<file path="config.mk">
export PLATFORM = sky130hd
export DESIGN_NAME = uart_rx_cfg
export DESIGN_NICKNAME = d
export VERILOG_FILES = /design/src/rtl/uart_pkg.sv /design/src/rtl/uart_bit_timer.sv /design/src/rtl/uart_rx_cfg.sv
export SDC_FILE = /design/constraint.sdc
export NUM_CORES = 1
export LEC_CHECK = 0
export ABC_AREA = 1
export BUFFER_PORTS_ARGS = -buffer_cell sky130_fd_sc_hd__buf_4
export CAP_MARGIN = 0
export CORE_MARGIN = 2
export CORE_UTILIZATION = 57
export DETAILED_ROUTE_END_ITERATION = 8
export PLACE_DENSITY = 0.8
export SLEW_MARGIN = 15
export SYNTH_ARGS = -nofsm -noshare
export SYNTH_HDL_FRONTEND = slang
export SYNTH_SLANG_ARGS = --single-unit
export TNS_END_PERCENT = 10
</file>
<file path="constraint.sdc">
create_clock -name clk -period 2.3 [get_ports clk]
set_clock_uncertainty 0.15 [all_clocks]
set_input_delay 0.23 -clock clk [delete_from_list [all_inputs] [get_ports clk]]
set_output_delay 0.23 -clock clk [all_outputs]
set_load 0.005 [all_outputs]
</file>
<file path="src/rtl/uart_pkg.sv">
// uart_pkg: shared UART receiver types, parity-mode constants and bit-timing helpers
package uart_pkg;
    typedef enum logic [2:0] {S_IDLE, S_START, S_DATA, S_PARITY, S_STOP, S_BREAK} state_t;
    localparam int PAR_NONE = 0;
    localparam int PAR_EVEN = 1;
    localparam int PAR_ODD  = 2;
    function automatic int bit_period(input int clk_hz, input int baud);
        return clk_hz / baud;
    endfunction
    function automatic int cnt_width(input int l);
        return (l > 2) ? $clog2(l) : 1;
    endfunction
endpackage

</file>
<file path="src/rtl/uart_bit_timer.sv">
// uart_bit_timer: free-running bit-period counter 0..L-1 with mid-bit and wrap strobes
//   clk, rst : clock, asynchronous active-high reset
//   clr      : forces the count to 0 (held while the receiver is idle)
//   mid      : high while count = L/2
//   wrap     : high while count = L-1
module uart_bit_timer #(
    parameter int L  = 434,
    parameter int CW = 9
) (
    input  logic clk,
    input  logic rst,
    input  logic clr,
    output logic mid,
    output logic wrap
);
    localparam logic [CW-1:0] LAST = CW'(L - 1);
    localparam logic [CW-1:0] HALF = CW'(L / 2);
    logic [CW-1:0] cnt;
    always_ff @(posedge clk or posedge rst)
        if (rst) cnt <= '0;
        else cnt <= (clr || cnt == LAST) ? '0 : cnt + 1'b1;
    assign mid  = cnt == HALF;
    assign wrap = cnt == LAST;
endmodule

</file>
<file path="src/rtl/uart_rx_cfg.sv">
// uart_rx_cfg: configurable UART receiver with ready/valid output, parity/framing flags, overrun pulse
//   rxd                  : asynchronous serial input, idle high
//   m_data/m_perr/m_ferr : received word, parity error, framing error
//   m_valid/m_ready      : output handshake; a frame completing while a word is held is dropped (overrun)
//   busy                 : high whenever the receiver is not idle
//   UART_RX_MAJORITY_EN  : when defined, bits are a 2-of-3 vote around mid-bit, decided one clock later
module uart_rx_cfg #(
    parameter int CLK_HZ    = 50_000_000,
    parameter int BAUD      = 115_200,
    parameter int DATA_BITS = 8,
    parameter int PARITY    = 0,
    parameter int STOP_BITS = 1
) (
    input  logic                 clk,
    input  logic                 rst,
    input  logic                 rxd,
    output logic [DATA_BITS-1:0] m_data,
    output logic                 m_perr,
    output logic                 m_ferr,
    output logic                 m_valid,
    input  logic                 m_ready,
    output logic                 overrun,
    output logic                 busy
);
    import uart_pkg::*;
    localparam int L  = bit_period(CLK_HZ, BAUD);
    localparam int CW = cnt_width(L);
    state_t state, nstate;
    logic [1:0] sync;
    logic rxs, mid, wrap, tclr, stb, bv, done, pbit, ferr_acc, frame_perr;
    logic [3:0] bcnt;
    logic [DATA_BITS-1:0] shreg;
    always_ff @(posedge clk or posedge rst)
        if (rst) sync <= 2'b11;
        else sync <= {sync[0], rxd};
    assign rxs = sync[1];
    uart_bit_timer #(.L(L), .CW(CW)) u_timer (
        .clk (clk),
        .rst (rst),
        .clr (tclr),
        .mid (mid),
        .wrap(wrap)
    );
`ifdef UART_RX_MAJORITY_EN
    // hist holds rxs from the two previous clocks, so one clock after mid it
    // carries the HL-1 and HL samples while rxs itself is the HL+1 sample.
    logic [1:0] hist;
    logic mid_d;
    always_ff @(posedge clk or posedge rst)
        if (rst) begin
            hist  <= 2'b11;
            mid_d <= 1'b0;
        end else begin
            hist  <= {hist[0], rxs};
            mid_d <= mid;
        end
    assign stb = mid_d;
    assign bv  = (hist[1] & hist[0]) | (hist[1] & rxs) | (hist[0] & rxs);
`else
    assign stb = mid;
    assign bv  = rxs;
`endif
    assign done = state == S_STOP && stb && bcnt == 4'(STOP_BITS - 1);
    always_ff @(posedge clk or posedge rst)
        if (rst) state <= S_IDLE;
        else state <= nstate;
    always_comb begin
        nstate = state;
        case (state)
            S_IDLE:   nstate = rxs ? S_IDLE : S_START;
            S_START:  nstate = (stb && bv) ? S_IDLE : (wrap ? S_DATA : S_START);
            S_DATA:   nstate = (wrap && bcnt == 4'(DATA_BITS)) ? ((PARITY != PAR_NONE) ? S_PARITY : S_STOP) : S_DATA;
            S_PARITY: nstate = wrap ? S_STOP : S_PARITY;
            S_STOP:   nstate = done ? (bv ? S_IDLE : S_BREAK) : S_STOP;
            S_BREAK:  nstate = rxs ? S_IDLE : S_BREAK;
            default:  nstate = S_IDLE;
        endcase
    end
    always_comb begin
        busy = state != S_IDLE;
        tclr = state == S_IDLE;
    end
    // bcnt counts samples within DATA and STOP and restarts on every state change
    always_ff @(posedge clk or posedge rst)
        if (rst) begin
            bcnt     <= '0;
            shreg    <= '0;
            pbit     <= 1'b0;
            ferr_acc <= 1'b0;
        end else begin
            bcnt     <= (nstate != state) ? '0 : ((stb && (state == S_DATA || state == S_STOP)) ? bcnt + 1'b1 : bcnt);
            shreg    <= (stb && state == S_DATA) ? {bv, shreg[DATA_BITS-1:1]} : shreg;
            pbit     <= (stb && state == S_PARITY) ? bv : pbit;
            ferr_acc <= (state == S_IDLE) ? 1'b0 : (ferr_acc | (stb && state == S_STOP && !bv));
        end
    assign frame_perr = (PARITY == PAR_NONE) ? 1'b0 : ((^shreg) ^ pbit ^ (PARITY == PAR_ODD));
    always_ff @(posedge clk or posedge rst)
        if (rst) begin
            m_data  <= '0;
            m_perr  <= 1'b0;
            m_ferr  <= 1'b0;
            m_valid <= 1'b0;
            overrun <= 1'b0;
        end else begin
            overrun <= done && m_valid && !m_ready;
            if (done && (!m_valid || m_ready)) begin
                m_data  <= shreg;
                m_perr  <= frame_perr;
                m_ferr  <= ferr_acc | ~bv;
                m_valid <= 1'b1;
            end else if (m_ready) begin
                m_valid <= 1'b0;
            end
        end
endmodule

</file>
======== After elaboration in Yosys (flattened, before gate mapping) ========
Index checks and enable logic that the tools add are counted.
cells by class
  $add $sub $neg .......................... 2
  equality and inequality tests ........... 9
  multiplexer cells ....................... 14
  bitwise gates (word level) .............. 3
  reduce and logical (&&, ||, !) cells .... 21
operator list
  kind                                                                   count
  3-bit case mux with 6 select lines                                     1
  3-bit 2-to-1 mux                                                       4
  1-bit logical AND                                                      10
  9-bit by 1-bit adder with 9-bit output, second input constant          1
  9-bit by 8-bit equality test with 1-bit output, second input constant  1
  9-bit equality test, second input constant                             1
  9-bit 2-to-1 mux                                                       1
  4-bit 2-to-1 mux                                                       2
  3-bit by 2-bit equality test with 1-bit output, second input constant  2
  3-bit equality test, second input constant                             2
  4-bit by 1-bit adder with 4-bit output, second input constant          1
  4-bit equality test, second input constant                             1
  4-bit zero test                                                        1
  1-bit 2-to-1 mux                                                       4
  2-bit 2-to-1 mux                                                       2
  2-bit nonzero test                                                     2
  3-bit by 1-bit equality test with 1-bit output, second input constant  1
  1-bit zero test                                                        3
  3-bit zero test                                                        1
  1-bit logical OR                                                       3
  3-bit != test                                                          1
  3-bit nonzero test                                                     1
  1-bit OR                                                               2
  1-bit NOT                                                              1
storage, ports and cells
  register bits ........................... 38
  output and inout bits ................... 13
  logic and storage cells ................. 59

======== Logic depth before layout (Yosys ltp) ========
  depth after elaboration ................. 7
  mapped depth ............................ 10

======== By module ========
From an unflattened synthesis, not the netlist that was laid out.
unflattened totals
  cell total of the unflattened synthesis .. 229
  area total of the unflattened synthesis .. 1908.1 um^2
modules (own cells, without submodules)
  module          times used  cells an instance  area an instance (um^2)  seq. area each (um^2)
  uart_rx_cfg     1           157                1390.1                   728.2
  uart_bit_timer  1           72                 518.0                    225.2

======== Worst setup path after synthesis ========
Ideal clock, no wire load.
  path type ............................... reg-to-reg
  from .................................... register u_timer.cnt[1]
  to ...................................... register bcnt[0]
  setup time .............................. 126 ps
  data arrival time ....................... 1389 ps
  data required time ...................... 2024 ps
  slack ................................... 634 ps
  stages on the path, launching flop included .. 10
  period minus slack after synthesis ...... 1666 ps
  cells stage by stage .................... dfrtp_1 -> inv_1 -> ha_1 -> nand2_1 -> nor2_1 -> nand2_1 -> a21oi_1 -> nand2_1 -> o21ai_2 -> nor3_1
between the ends
  word-level cells in the longest chain between the ends .. 7
ends and longest elaborated chain
  what                                                           RTL line              RTL
  from (decl)                                                    uart_bit_timer.sv:18  logic [CW-1:0] cnt;
  from (signal assigned)                                         uart_bit_timer.sv:21  else cnt <= (clr || cnt == LAST) ? '0 : cnt + 1'b1;
  9-bit by 8-bit equality test with 1-bit output                 uart_bit_timer.sv:22  assign mid = cnt == HALF;
  1-bit logical AND (2 in a row)                                 uart_rx_cfg.sv:63     assign done = state == S_STOP && stb && bcnt == 4'(STOP_BITS - 1);
  3-bit 2-to-1 mux                                               uart_rx_cfg.sv:74     S_STOP: nstate = done ? (bv ? S_IDLE : S_BREAK) : S_STOP;
  3-bit case mux with 6 select lines                             uart_rx_cfg.sv:69     case (state)
  3-bit != test                                                  uart_rx_cfg.sv:91     bcnt <= (nstate != state) ? '0 : ((stb && (state == S_DATA || state == S_STOP)) ? bcnt + 1'b1 : bcnt);
  4-bit 2-to-1 mux / 2-bit nonzero test (equally long branches)  n/a
  to (signal assigned)                                           uart_rx_cfg.sv:91
  to (decl)                                                      uart_rx_cfg.sv:31     logic [3:0] bcnt;
Several ways; a longest one is shown, not always the timed one.
A chain may end at the register's enable or synchronous reset.

======== Worst setup path after layout ========
Same ends and word-level chain as after synthesis.

==> metrics.md <==
| Metric | Value |
|---|---|
| Status | completed |
| Switching Share | about a fifth |
| Internal | around 1.1 mW |
| Post-DP HPWL | 2220 um |
| Final ANT Viol Nets | 0 |
| Hold Buf Count CTS | 2 |
| Gate Count Post-Synth | between 200 and 250 |
| Min Tclk post-route | 1860 ps |
| Combinational share of power | around 2.8% |
| WL final | ~3100 um |
| Finish-stage setup viols | 0 |
| DR WL/cell | 11.0 um |
| Crit path required time | 2390 ps |
| Synth warnings | 0 |
| Largest net degree at the start of global routing | 39 |
| Setup bufs post-CTS | 0 |
| TritonCTS Sinks | 38 |
| Hold crit path type | primary input to flop |
| Initial DRC Count | 48 |
| Worst setup SP type | flop |
| Layout cells sized above 1 | a little under a fifth |
| Pwr dens | 609 mW/mm2 |
| RePlAce Congestion | around 0.97 |
| Post_cts resized | 0 |
| GRT Overall Usage | between 10% and 20% |
| First-pass GRT wire length | between 5000 and 6000 um |
| GRT overflow | 0 |
| First drt pass iteration count | 4 |
| Via density | between 4 and 5 |
| CTS max path bufs | 2 |
| Input/output buffers | 15 |
| F_max | 538 MHz |
| Num CTS Buffers | 5 |
| Grt met3 use | about 6.3% |
| Final TNS setup | 0 ps |
| Reg power frac | a little over half |
| TritonCTS clock tree | yes |
| Worst Path Arrival | 1950 ps |
| Syn_nets | approximately 230 |
| M1 GR Usage | 23.9% |
| Switch Pwr | roughly 0.24 mW |
| Die span in y | between 60 and 70 um |
| Vias | between 1000 and 1500 |
| Clock transition at path regs | 110 ps |
| Synthesized area per cell | around 8.4 um2 |
| Worst vdd ir | between 0.4 and 0.5 mV |
| GR Layer Usage met2 | ~32% |
| Num rows | 20 |
| Initial core utilization | approximately three fifths |
| Fin nets | between 200 and 300 |
| Vias in the first global route | ~1200 |
| Syn Std Cell Area | approximately 0.0019 mm2 |
| Root Driver | clkbuf_4 |
| Sequential-to-total area share from yosys stat | 51.3% |
| Die area | about 0.0037 mm2 |
| H-tree depth | 2 |
| Busiest layer in global routing | met2 |
| Slew Limit Fails | 0 |
| Clock power frac | around 45% |
| Leakage | 1.09 nW |
| Layout area overhead | 15.3% |
| Skew-Pair Late Insertion Delay | 350 ps |
| Crit. End Element | flop |
| Library cells used by synthesis | 30 |
| Core Footprint | ~0.0031 mm2 |
| Hold Vio Cnt, Final | 0 |
| I/O pin cnt | 17 |
| Chip Width | around 61 um |
| Post-route DRC | 0 |
| Post-synthesis register bit count | 38 |
| Initial antenna violation count | 0 |
| Antenna cells | 0 |
| RSZ-0062 raised after global routing | false |
| Max_cap viols | 0 |
| Critical path peak fanout | 5 |
| Ratio of final minimum period to clock period | 80.8% |
| Critical path type | flop to flop |
| Final Power | approximately 1.3 mW |
==> routing by layer <==
layer | up-vias | share of wire (%)
met5 | - | 0
met4 | 0 | 1.5
met3 | 5 | 4.6
met2 | 29 | 46
met1 | 635 | 48
li1 | 737 | -
==> final timing paths <==
kind | to | from | depth (start not counted) | slack, ps
setup reg to reg | bcnt[0] | u_timer.cnt[1] | 9 | 440
hold reg to reg | sync[1] | sync[0] | 0 | 210
min in group asynchronous | m_data[0] | rst | 4 | 390
hold / removal | overrun | m_ready | 4 | 20
max in group asynchronous | sync[1] | rst | 4 | 1250
setup / recovery | bcnt[0] | u_timer.cnt[1] | 9 | 440
==> cell usage after synthesis, drive strengths merged <==
master,count,area [um2]
a21oi,6,30.0
dfrtp,36,901
nor3,9,50.1
o21ai,16,106
dfstp,2,52.6
a31oi,1,6.26
xor2,1,8.76
o211ai,1,7.51
nand3,13,77.6
nor3b,3,22.5
conb,1,3.75
nor4,1,6.26
ha,4,50.1
buf,2,18.8
nand3b,1,7.51
o21bai,1,7.51
clkbuf,1,3.75
nand2,61,246
nor2,28,123
inv,31,116
nand4,1,12.5
==> layout make-up <==
type / instances / area (um2)
fill: 254 / 936
multi-input combinational: 148 / 766
clock inverter: 2 / 60.1
clock buffer: 6 / 51.3
inverter: 31 / 116
sequential: 38 / 953
timing repair buffer: 18 / 140
tap: 44 / 55.1
==> metrics by stage <==
stage	cell area, um2	cells	setup slack [ps]	util [%]	hold slack, ps
floorplan	1860	220	634	-	84.5
global placement	2010	277	464	65.3	189
detailed placement	2010	277	449	65.3	191
CTS	2140	287	442	69.6	14.6
global route	2140	287	256	69.6	47.2
finish	2140	287	441	69.6	20.0
==> layout by cell type (no fill, tap or decap) <==
master,instances
nor2_4,2
nand2_4,2
nand3_1,12
conb_1,1
o21ai_0,9
nor3b_1,3
nor2_2,1
nor3_1,8
inv_2,2
ha_1,4
inv_1,29
buf_4,16
dfrtp_1,36
nand3_4,1
nand2_2,1
o21ai_2,7
o21bai_1,1
clkbuf_8,1
nor3_2,1
nand2_1,58
dlygate4sd3_1,2
dfstp_2,2
xor2_1,1
nand3b_1,1
a31oi_1,1
clkbuf_4,5
bufinv_16,2
nand4_2,1
nor4_1,1
a21oi_1,6
o211ai_1,1
nor2_1,25
==> critical path: stages (launching register included) <==
cell and delay [ps]:
dfrtp_1 410, inv_1 60, ha_1 150, nand2_1 70, nor2_1 170, nand2_1 150
a21oi_1 230, nand2_1 90, o21ai_2 200, nor3_1 80
==> power by group through the flow <==
stage	logic, mW	registers, mW	clock network (mW)
after floorplan	0.0187	0.693	0
after global placement	0.0352	0.693	0
after detailed placement	0.0359	0.693	0
after CTS	0.0386	0.680	0.597
after global routing	0.0424	0.681	0.625
final	0.0371	0.680	0.588
==> cell families (layout without fill, tap and decap cells) <==
group	Yosys count	in the layout	share of synthesized area, %
simple gates	117	117	29.4
fa+ha+maj	4	4	2.69
flops	38	38	51.3
xor+xnor	1	1	0.471
compound gates	25	25	8.49
other cells	1	1	0.202
buf+inv	34	57	7.47
==> flip-flops by register name, summed over array words and instances (netlist names) <==
register / count
m_data: 8
sync: 2
state: 3
u_timer.cnt: 9
ferr_acc: 1
bcnt: 4
shreg: 8
m_valid: 1
m_ferr: 1
overrun: 1
No activity file was read; power rests on OpenSTA's default activity.
